## src/rtl/servo_ctrl_pkg.sv

```systemverilog
// rtl/servo_ctrl_pkg.sv - shared widths and constants for the servo PWM controllers
package servo_ctrl_pkg;

    localparam int DEF_NUM_CH       = 4;
    localparam int DEF_RATIO_W      = 8;
    localparam int DEF_PRESCALE     = 4;
    localparam int DEF_RAMP_PERIODS = 1;
    localparam int DEF_STEP_W       = 4;
    localparam int SERVO_PERIOD     = 2 ** DEF_RATIO_W;

    // Counter width for a modulo-n counter; a modulo-1 counter still needs one bit.
    function automatic int cnt_w(input int n);
        return (n > 1) ? $clog2(n) : 1;
    endfunction

endpackage

```

## src/rtl/servo_ramp_channel.sv

```systemverilog
// rtl/servo_ramp_channel.sv - one servo channel: ramping ratio, shadowed duty, PWM compare
module servo_ramp_channel
    import servo_ctrl_pkg::*;
#(
    parameter int RATIO_W = DEF_RATIO_W,
    parameter int STEP_W  = DEF_STEP_W
) (
    input  logic               clock,
    input  logic               reset,
    input  logic               enable,
    input  logic               load,
    input  logic [RATIO_W-1:0] start_ratio,
    input  logic [RATIO_W-1:0] target_ratio,
    input  logic [STEP_W-1:0]  step,
    input  logic [RATIO_W-1:0] pwm_cnt,
    input  logic               boundary,
    input  logic               ramp_fire,
    output logic               pwm,
    output logic               at_target
);

    localparam int EXT_W = RATIO_W + 1;

    logic [RATIO_W-1:0] cur;
    logic [RATIO_W-1:0] duty;
    logic [RATIO_W-1:0] cur_next;
    logic [EXT_W-1:0]   up_sum;
    logic [EXT_W-1:0]   dn_sum;

    // One extra bit keeps the sum/difference from wrapping; a set MSB on the
    // difference means the step went below zero, which is always past the target.
    always_comb begin
        up_sum   = {1'b0, cur} + EXT_W'(step);
        dn_sum   = {1'b0, cur} - EXT_W'(step);
        cur_next = cur;
        if (cur < target_ratio) begin
            cur_next = (up_sum >= {1'b0, target_ratio}) ? target_ratio : up_sum[RATIO_W-1:0];
        end else if (cur > target_ratio) begin
            cur_next = (dn_sum[RATIO_W] || (dn_sum <= {1'b0, target_ratio}))
                       ? target_ratio : dn_sum[RATIO_W-1:0];
        end
    end

    always_ff @(posedge clock) begin
        if (reset) begin
            cur       <= '0;
            duty      <= '0;
            pwm       <= 1'b0;
            at_target <= 1'b1;
        end else begin
            if (load) begin
                cur <= start_ratio;
            end else if (ramp_fire && enable) begin
                cur <= cur_next;
            end
            if (boundary) begin
                duty <= cur;
            end
            pwm       <= enable && (pwm_cnt < duty);
            at_target <= (cur == target_ratio);
        end
    end

endmodule

```

## src/rtl/servo_ramp_array.sv

```systemverilog
// rtl/servo_ramp_array.sv - multi-channel ramping servo PWM with a shared period counter
module servo_ramp_array
    import servo_ctrl_pkg::*;
#(
    parameter int NUM_CH       = DEF_NUM_CH,
    parameter int RATIO_W      = DEF_RATIO_W,
    parameter int PRESCALE     = DEF_PRESCALE,
    parameter int RAMP_PERIODS = DEF_RAMP_PERIODS,
    parameter int STEP_W       = DEF_STEP_W
) (
    input  logic                      clock,
    input  logic                      reset,
    input  logic [NUM_CH-1:0]         pwm_enable,
    input  logic [NUM_CH-1:0]         load,
    input  logic [NUM_CH*RATIO_W-1:0] start_pwm_ratio,
    input  logic [NUM_CH*RATIO_W-1:0] target_pwm_ratio,
    input  logic [STEP_W-1:0]         ramp_step,
    output logic [NUM_CH-1:0]         pwm_signal,
    output logic [NUM_CH-1:0]         at_target,
    output logic                      period_start
);

    localparam int PRE_W  = cnt_w(PRESCALE);
    localparam int RAMP_W = cnt_w(RAMP_PERIODS);

    logic [PRE_W-1:0]   prescaler;
    logic [RATIO_W-1:0] pwm_cnt;
    logic [RAMP_W-1:0]  ramp_cnt;
    logic               tick;
    logic               boundary;
    logic               ramp_fire;

    assign tick      = (prescaler == PRE_W'(PRESCALE - 1));
    assign boundary  = tick && (pwm_cnt == '1);
    assign ramp_fire = boundary && (ramp_cnt == RAMP_W'(RAMP_PERIODS - 1));

    always_ff @(posedge clock) begin
        if (reset) begin
            prescaler    <= '0;
            pwm_cnt      <= '0;
            ramp_cnt     <= '0;
            period_start <= 1'b0;
        end else begin
            prescaler <= tick ? '0 : prescaler + 1'b1;
            if (tick) begin
                pwm_cnt <= pwm_cnt + 1'b1;
            end
            if (boundary) begin
                ramp_cnt <= ramp_fire ? '0 : ramp_cnt + 1'b1;
            end
            period_start <= boundary;
        end
    end

    for (genvar i = 0; i < NUM_CH; i++) begin : g_ch
        servo_ramp_channel #(
            .RATIO_W (RATIO_W),
            .STEP_W  (STEP_W)
        ) u_ch (
            .clock        (clock),
            .reset        (reset),
            .enable       (pwm_enable[i]),
            .load         (load[i]),
            .start_ratio  (start_pwm_ratio[i*RATIO_W +: RATIO_W]),
            .target_ratio (target_pwm_ratio[i*RATIO_W +: RATIO_W]),
            .step         (ramp_step),
            .pwm_cnt      (pwm_cnt),
            .boundary     (boundary),
            .ramp_fire    (ramp_fire),
            .pwm          (pwm_signal[i]),
            .at_target    (at_target[i])
        );
    end

endmodule

```

## config.mk

```make
export PLATFORM = sky130hd
export DESIGN_NAME = servo_ramp_array
export DESIGN_NICKNAME = d
export VERILOG_FILES = /design/src/rtl/servo_ctrl_pkg.sv /design/src/rtl/servo_ramp_channel.sv /design/src/rtl/servo_ramp_array.sv
export SDC_FILE = /design/constraint.sdc
export NUM_CORES = 1
export LEC_CHECK = 0
export ABC_AREA = 1
export CORE_MARGIN = 4
export CORE_UTILIZATION = 45
export DETAILED_ROUTE_END_ITERATION = 6
export PLACE_DENSITY = 0.65
export RECOVER_POWER = 25
export SYNTH_ARGS = -nofsm -noshare
export SYNTH_HDL_FRONTEND = slang
export SYNTH_SLANG_ARGS = --single-unit
export TNS_END_PERCENT = 20
```

## constraint.sdc

```tcl
create_clock -name clock -period 7.99 [get_ports clock]
set_clock_uncertainty 0.1 [all_clocks]
set_input_delay 2.397 -clock clock [delete_from_list [all_inputs] [get_ports clock]]
set_output_delay 2.397 -clock clock [all_outputs]
set_load 0.1 [all_outputs]
```

* Word level (Yosys, flattened, before mapping) *
Index checks and enable logic that the tools add are counted.

word-level totals
  register bits after elaboration = 84
  logic and storage cells = 110

operators by class
  $add $sub $neg = 11
  magnitude comparators = 20
  equal/unequal tests = 6
  mux-type cells = 25
  bitwise gates (word level) = 1
  reductions and logical operators = 27

operator list
  operator                                                        number
  8-bit 2-to-1 mux                                                24
  8-bit < comparator                                              8
  8-bit by 4-bit adder with 9-bit output                          4
  9-bit by 8-bit greater-or-equal comparator with 1-bit output    4
  9-bit by 8-bit <= comparator with 1-bit output                  4
  8-bit by 4-bit subtractor with 9-bit output                     4
  8-bit == test                                                   4
  8-bit greater-than comparator                                   4
  3-bit nonzero test                                              4
  1-bit logical AND                                               10
  8-bit by 1-bit adder with 8-bit output (second input constant)  1
  8-bit == test (second input constant)                           1
  2-bit AND reduction                                             4
  2-bit nonzero test                                              4
  1-bit logical OR                                                4
  2-bit by 1-bit adder with 2-bit output (second input constant)  1
  2-bit == test (second input constant)                           1
  2-bit OR reduction                                              1
  1-bit adder (second input constant)                             1
  1-bit 2-to-1 mux                                                1
  1-bit inverter                                                  1

* Logic depth before layout (Yosys ltp) *
Gate-level depths: netlist of run 1.

  depth in word-level cells = 8
  depth in mapped cells = 25

* By module *
A second synthesis of run 1 with hierarchy kept.

unflattened totals
  cells, all modules = 1549
  area total of the unflattened synthesis = 10301.1 um^2

by module, submodules not included
  module                                 times used  cells an instance  area each (um^2)  seq. area each (um^2)
  servo_ramp_channel (g_ch[2].u_ch ...)  2           382                2512.4            360.3
  servo_ramp_channel (g_ch[1].u_ch)      1           363                2407.3            360.3
  servo_ramp_channel (g_ch[0].u_ch)      1           356                2338.5            360.3
  servo_ramp_array                       1           66                 530.5             240.2

* Worst setup path after synthesis of run 1 *
No wires, ideal clock.

  kind = input port to flip-flop
  from = input port ramp_step[1]
  to = register g_ch[1].u_ch.cur[7]
  arrival time = 4.866 ns
  required time = 7.755 ns
  path slack = 2.889 ns
  stages = 23
  path buffers = 0
  cells stage by stage = inv_1 fa_1 nand2_1 nand2_1 a21oi_1 nor2_1 a21oi_1 inv_1 ha_1 nand2_1 nor2_1 nor2_1 nand2_1 nand2_1 nand2_1 nand2_1 nand2_1 nand2_1 nand2_1 nand3_1 nand3_1 nand2_1 a21oi_1

on the way
  cells in the longest elaborated chain, start to end = 8

ends and longest elaborated chain
  what                                            RTL line                  text
  start, declared                                 servo_ramp_array.sv:17    input logic [STEP_W-1:0] ramp_step,
  8-bit by 4-bit subtractor with 9-bit output     servo_ramp_channel.sv:34  dn_sum = {1'b0, cur} - EXT_W'(step);
  9-bit by 8-bit <= comparator with 1-bit output  servo_ramp_channel.sv:39  cur_next = (dn_sum[RATIO_W] || (dn_sum <= {1'b0, target_ratio}))
  1-bit logical OR                                servo_ramp_channel.sv:39
  8-bit 2-to-1 mux                                servo_ramp_channel.sv:40  ? target_ratio : dn_sum[RATIO_W-1:0];
  8-bit 2-to-1 mux                                servo_ramp_channel.sv:38  end else if (cur > target_ratio) begin
  8-bit 2-to-1 mux (*)                            servo_ramp_channel.sv:36  if (cur < target_ratio) begin
  8-bit 2-to-1 mux (*)                            servo_ramp_channel.sv:53  end else if (ramp_fire && enable) begin
  8-bit 2-to-1 mux (*)                            servo_ramp_channel.sv:51  if (load) begin
  end signal, assigned                            servo_ramp_channel.sv:52  cur <= start_ratio;
  end signal, assigned                            servo_ramp_channel.sv:54  cur <= cur_next;
  end, declared                                   servo_ramp_channel.sv:24  logic [RATIO_W-1:0] cur;

Every way passes the cells marked *; elsewhere a longest branch is shown, timed or not. The select of a mux whose other input is x is not followed.
A chain may end at the register's enable or synchronous reset.

* Worst setup path in the final report of run 1 *
  from = input port ramp_step[1]
  to = register g_ch[1].u_ch.cur[2]

Same word-level chain as after synthesis.

==> results of run 1 <==
-- synth_stat cells (all sizes together) (3+ instances only) --
master | instances | area share
o211ai | 16 | 0.013
xor2 | 23 | 0.021
clkbuf | 23 | 0.0092
nor4 | 3 | 0.0020
or2 | 3 | 0.0020
ha | 158 | 0.21
nand2 | 328 | 0.13
a21oi | 128 | 0.070
nor3 | 12 | 0.0076
xnor2 | 4 | 0.0037
nand3 | 168 | 0.090
nand3b | 8 | 0.0064
a211oi | 11 | 0.0088
nor3b | 3 | 0.0024
nor2 | 111 | 0.047
nand4 | 34 | 0.023
a21o | 3 | 0.0024
o21ai | 53 | 0.028
a21boi | 4 | 0.0032
dfxtp | 84 | 0.18
a31oi | 4 | 0.0043
clkinv | 4 | 0.0017
inv | 225 | 0.090
buf | 22 | 0.015
fa | 8 | 0.017
-- power by group through the flow --
stage          sequential [mW]  combinational [mW]  clock [mW]
2_1_floorplan            0.464               0.551           0
3_3_place_gp             0.481               0.725           0
5_1_grt                  0.474               0.850       0.499
3_5_place_dp             0.481               0.735           0
4_1_cts                  0.471               0.741       0.482
6_report                 0.471               0.747       0.476
-- routing by layer --
layer / vias up / track usage / routed length (um)
met1: 4347 / 0.319 / 13100
met5: - / 0 / 0
li1: 4907 / - / -
met2: 229 / 0.372 / 12200
met4: 0 / 0.0544 / 318
met3: 23 / 0.0258 / 1370
-- flip-flops by register name, summed over array words and instances, names as in the netlist --
name	flops
g_ch.u_ch.duty	32
period_start	1
prescaler	2
g_ch.u_ch.cur	32
pwm_cnt	8
ramp_cnt	1
g_ch.u_ch.at_target	4
g_ch.u_ch.pwm	4
-- through the flow --
step	instances	cell area (um2)
floorplan	1450	9380
global placement	1764	10400
detailed placement	1764	10400
CTS	1780	10700
global route	1780	10700
finish	1780	10700
-- cells by family (layout without fill, tap and decap cells) --
group	after synthesis	in the layout	synth area share
AO/OA/AOI/OAI	226	226	0.136
XOR/XNOR	27	27	0.0252
adder cells (fa/ha/maj)	166	166	0.228
buffers and inverters	274	334	0.116
flip-flops	84	84	0.179
AND/OR/NAND/NOR	673	673	0.316
-- cells in the final DEF, fill, tap and decap left out, types with 3 or more instances in the layout --
cell type	count
nand2_2	7
clkbuf_1	3
clkbuf_16	9
nor3b_1	3
o21ai_1	14
a211oi_1	11
o21ai_0	39
a21oi_1	123
nand3b_1	8
dfxtp_1	84
nor2_2	5
ha_1	158
o211ai_1	16
xor2_1	23
clkinv_1	3
nand3_1	168
xnor2_1	4
nor3_1	11
nor4_1	3
inv_2	12
clkdlybuf4s50_1	85
nand4_1	34
nand2_1	320
fa_1	8
nor2_1	104
a21boi_0	4
inv_1	213
a21o_1	3
a31oi_1	3
a21oi_2	5
-- final timing paths --
kind,slack [ns],start,cells past startpoint,endpoint
max,1.70,ramp_step[1],25,g_ch[1].u_ch.cur[2]$_SDFFE_PP0P_
max reg2reg,4.24,g_ch[1].u_ch.cur[0]$_SDFFE_PP0P_,25,g_ch[1].u_ch.cur[2]$_SDFFE_PP0P_
min reg2reg,0.33,prescaler[0]$_SDFF_PP0_,1,prescaler[0]$_SDFF_PP0_
min,0.33,prescaler[0]$_SDFF_PP0_,1,prescaler[0]$_SDFF_PP0_
-- cell type report --
cell class | instances | area, um2
Tap cell | 270 | 338
Sequential cell | 84 | 1680
Clock buffer | 12 | 246
Fill cell | 2095 | 9680
Timing Repair Buffer | 89 | 875
Multi-Input combinational cell | 1092 | 6610
Clock inverter | 4 | 72.6
Inverter | 229 | 861
==> out/summary.txt, run 1 <==
combinational share of power -> 0.441
port buffer count -> 86
Startpoint Class -> primary input
worst setup margin -> 1.70 ns
syn_area_per_cell -> 6.47 um2
Die W -> 152 um
vias in the first global route -> 8698
worst hold slack -> 0.334 ns
die area -> 23200 um2
Post-Route WL -> 27100 um
Critical Path RT -> 8.02 ns
CTS tree -> yes
placeable core area -> 20400 um2
power per cell area -> 158 nW/um2
clock slew at reported path FFs -> 0.06 ns
NumNets Final -> 1749
GP Congestion -> 0.927
clock sinks -> 84
final setup vio count -> 0
CP max stage delay -> 0.54 ns
antenna viol nets, final -> 0
total gr overflow -> 0
Synth Warn # -> 0
peak supply drop -> 0.000105 V
diode count -> 0
Arr. time, crit path -> 6.32 ns
Slew Limit Fails -> 45
cts repair resizes -> 0
Switching Share -> 0.410
most frequent CP cell -> nand2_1
Setup TNS -> 0 ns
Top FF cell, synth -> dfxtp_1
Worst-Skew Late Latency -> 0.35 ns
Fin. Hold Viols -> 0
status -> finished with violations
critical path class -> in -> reg
Synth Cell Area -> 9380 um2
buffers plus inverters on the worst setup path -> 4
1st-pass router iterations -> 5
initial antenna violation count -> 0
sequential area share after synthesis -> 0.179
pre-CTS setup slack -> 1.50 ns
Die H -> 152 um
Clock Power Share -> 0.281
Slew @ Worst Pin -> 2.34 ns
first-pass GRT wire length -> 44100 um
net count after synthesis -> 1694
Achievable Freq -> 159 MHz
Sw Pwr -> 0.694 mW
Tot Pwr -> 1.69 mW
wire per inst -> 15.2 um
FFs w/ async S/R, synth -> 0
Post-DP HPWL -> 21200 um
total track usage -> 0.227
Tmin final -> 6.29 ns
cells after synthesis -> 1450
Slowest-stage cell, CP -> fa_1
sequential share of power -> 0.278
Synth cell types -> 44
final period utilization -> 0.787
Area Overhead vs Synth -> 13.9%
Clk Tree Root Cell -> clkbuf_16
Initial Util -> 0.461
CP endpoint kind -> flop
DR vias/cell -> 5.34
unrepaired setup endpoints after global routing -> false
row count -> 52
Max Cap Viol -> 1
Final Util -> 0.525
crit-path max FO -> 9
leakage -> 5.48 nW
Clock Path Buffers -> 2
EDFF count, synth -> 0
via count -> 9506
layout cells sized above 1 -> 0.0358
1st-iter DRT viols -> 745
CP top delay family -> simple AND/OR/NAND/NOR gates
Post-CTS Repair Setup Buffers -> 0
Slew headroom -> -0.562
Max H-tree Level -> 3
internal power -> 0.999 mW
largest net degree at the start of global routing -> 45
failing checks -> max-capacitance violations, max-slew violations
Num CTS Buffers -> 9
Yosys reg bits -> 84
hold_buf cts -> 0
Worst Hold Class -> reg -> reg
residual DRC count -> 0
io pins -> 87
(Power assumes the default switching activity.)
==> run 2: changes to the inputs <==
--- a/config.mk
+++ b/config.mk
@@ -9,7 +9,7 @@
 export CORE_MARGIN = 4
 export CORE_UTILIZATION = 45
 export DETAILED_ROUTE_END_ITERATION = 6
-export PLACE_DENSITY = 0.65
+export PLACE_DENSITY = 0.68
 export RECOVER_POWER = 25
 export SYNTH_ARGS = -nofsm -noshare
 export SYNTH_HDL_FRONTEND = slang
==> constraint.sdc (replaced) <==
create_clock -name clock -period 5.5 [get_ports clock]
set_clock_uncertainty 0.1 [all_clocks]
set_input_delay 1.65 -clock clock [delete_from_list [all_inputs] [get_ports clock]]
set_output_delay 1.65 -clock clock [all_outputs]
set_load 0.1 [all_outputs]
==> out/summary.txt, run 2 (synthesis gave the netlist of run 1 again) <==
layout cells sized above 1 -> 0.0439 (was 0.0358)
hold_buf cts -> 0 (unchanged)
most common cell after layout, fill and taps aside -> nand2_1 (unchanged)
1st-pass router iterations -> 6 (was 5)
1st-iter DRT viols -> 638 (was 745)
Die H -> 152 um (unchanged)
Clk Tree Root Cell -> clkbuf_16 (unchanged)
crit path cell chain -> clkdlybuf4s50_1 > inv_1 > fa_1 > nand2_1 > nand2_1 > a21oi_1 > nor2_1 > a21oi_1 > inv_1 > ha_1 > nand2_1 > nor4_1 > nor2_2 > nand2_1 > nand2_1 > nand3_1 > nand3_1 > nand2_1 > a21oi_1
residual DRC count -> 0 (unchanged)
first-pass GRT wire length -> 43500 um (was 44100 um)
Die W -> 152 um (unchanged)
vias in the first global route -> 8940 (was 8698)
DR vias/cell -> 5.30 (was 5.34)
unrepaired setup endpoints after global routing -> false (unchanged)
via count -> 9520 (was 9506)
initial antenna violation count -> 0 (unchanged)
number of cells on the critical path -> 19 (was 25)
antenna viol nets, final -> 0 (unchanged)
NumNets Final -> 1765 (was 1749)
Num CTS Buffers -> 9 (unchanged)
final period utilization -> 0.901
io pins -> 87 (unchanged)
Area Overhead vs Synth -> 14.4% (was 13.9%)
cts repair resizes -> 0 (unchanged)
row count -> 52 (unchanged)
Slew Limit Fails -> 0 (was 45)
Setup TNS -> 0 ns (unchanged)
wire per inst -> 14.6 um (was 15.2 um)
most frequent CP cell -> nand2_1 (unchanged)
clock sinks -> 84 (unchanged)
CTS tree -> yes (unchanged)
Slew headroom -> 0.344 (was -0.562)
worst hold slack -> 0.322 ns (was 0.334 ns)
leakage -> 5.50 nW (was 5.48 nW)
Post-Route WL -> 26200 um (was 27100 um)
Arr. time, crit path -> 5.06 ns (was 6.32 ns)
diode count -> 0 (unchanged)
Max Cap Viol -> 0 (was 1)
Slowest-stage cell, CP -> fa_1 (unchanged)
Tmin final -> 4.95 ns
Worst Hold Class -> reg -> reg (unchanged)
total track usage -> 0.223 (was 0.227)
Startpoint Class -> primary input (unchanged)
die area -> 23200 um2 (unchanged)
critical path class -> in -> reg (unchanged)
largest net degree at the start of global routing -> 45 (unchanged)
GP Congestion -> 0.935 (was 0.927)
Critical Path RT -> 5.61 ns (was 8.02 ns)
total gr overflow -> 0 (unchanged)
buffers plus inverters on the worst setup path -> 3 (was 4)
Clock Path Buffers -> 2 (unchanged)
Post-DP HPWL -> 20700 um (was 21200 um)
CP top delay family -> simple AND/OR/NAND/NOR gates (unchanged)
power per cell area -> 220 nW/um2 (was 158 nW/um2)
port buffer count -> 86 (unchanged)
clock slew at reported path FFs -> 0.06 ns (about the same)
placeable core area -> 20400 um2 (unchanged)
crit-path max FO -> 8 (was 9)
status -> finished, final reports clean (was finished with violations)
peak supply drop -> 0.000142 V (was 0.000105 V)
Post-CTS Repair Setup Buffers -> 0 (unchanged)
Achievable Freq -> 202 MHz
reg2reg path depth -> 20 (was 25)
CP max stage delay -> 0.53 ns (was 0.54 ns)
Worst-Skew Late Latency -> 0.35 ns (about the same)
final setup vio count -> 0 (unchanged)
Fin. Hold Viols -> 0 (unchanged)
Placed Cells -> 1780 (was 1764)
Initial Util -> 0.461 (unchanged)
Max H-tree Level -> 3 (unchanged)
CP endpoint kind -> flop (unchanged)
non-filler instance count after layout -> 1795 (was 1780)
fillers -> 2108 (was 2095)
Slew @ Worst Pin -> 0.981 ns (was 2.34 ns)
Regs by FF count -> g_ch.u_ch.cur (32), g_ch.u_ch.duty (32), pwm_cnt (8) (unchanged)
Hold Path Cell Cnt -> 1 (unchanged)
most frequent cells in the layout -> nand2_1 (321), inv_1 (213), nand3_1 (168) (was nand2_1 (320), inv_1 (213), nand3_1 (168))
## run 2: changes by cell type in the layout (fill, tap and decap cells not counted), moves of 2 or more
cell             delta
dlygate4sd3_1       +3
bufinv_16           -2
clkdlybuf4s50_1     -3
clkinvlp_4          +2
buf_4              +17
## run 2: metal layers
metal	track usage	wire length (um)	up-vias
li1	-	-	4929
met1	0.305	12600	4325
met2	0.370	12000	236
met3	0.0389	1260	30
met4	0.0454	380	0
met5	0	0	-
## run 2: layout make-up
| class | instances | area [um2] | share of cell area |
|---|---|---|---|
| Clock inverter | 4 | 27.5 | 0.00256 |
| Clock buffer | 11 | 233 | 0.0217 |
| Multi-Input combinational cell | 1092 | 6600 | 0.615 |
| Inverter | 229 | 861 | 0.0802 |
| Timing Repair Buffer | 105 | 998 | 0.0930 |
| Tap cell | 270 | 338 | 0.0315 |
| Sequential cell | 84 | 1680 | 0.157 |
## run 2: report_power, final
part,leakage (nW),switching [mW],internal [mW]
registers,0.686,0.0477,0.635
logic,4.70,0.674,0.433
clock network,0.118,0.267,0.303
total,5.50,0.989,1.37
## run 2: worst paths after layout
path / startpoint / slack (ns) / end
setup / recovery: ramp_step[1] / 0.55 / g_ch[1].u_ch.cur[4]$_SDFFE_PP0P_
setup reg to reg: g_ch[1].u_ch.cur[0]$_SDFFE_PP0P_ / 2.13 / g_ch[1].u_ch.cur[4]$_SDFFE_PP0P_
hold reg to reg: prescaler[0]$_SDFF_PP0_ / 0.32 / prescaler[0]$_SDFF_PP0_
hold / removal: prescaler[0]$_SDFF_PP0_ / 0.32 / prescaler[0]$_SDFF_PP0_
## run 2: through the flow
step | worst slack (ns) | area (um2) | utilization | total power [mW]
floorplan | 1.15 | 9380 | - | 1.47
global placement | 0.281 | 10500 | 0.515 | 1.78
detailed placement | 0.232 | 10500 | 0.515 | 1.79
CTS | 0.587 | 10800 | 0.528 | 2.36
global route | 0.161 | 10700 | 0.527 | 2.56
finish | 0.547 | 10700 | 0.527 | 2.36
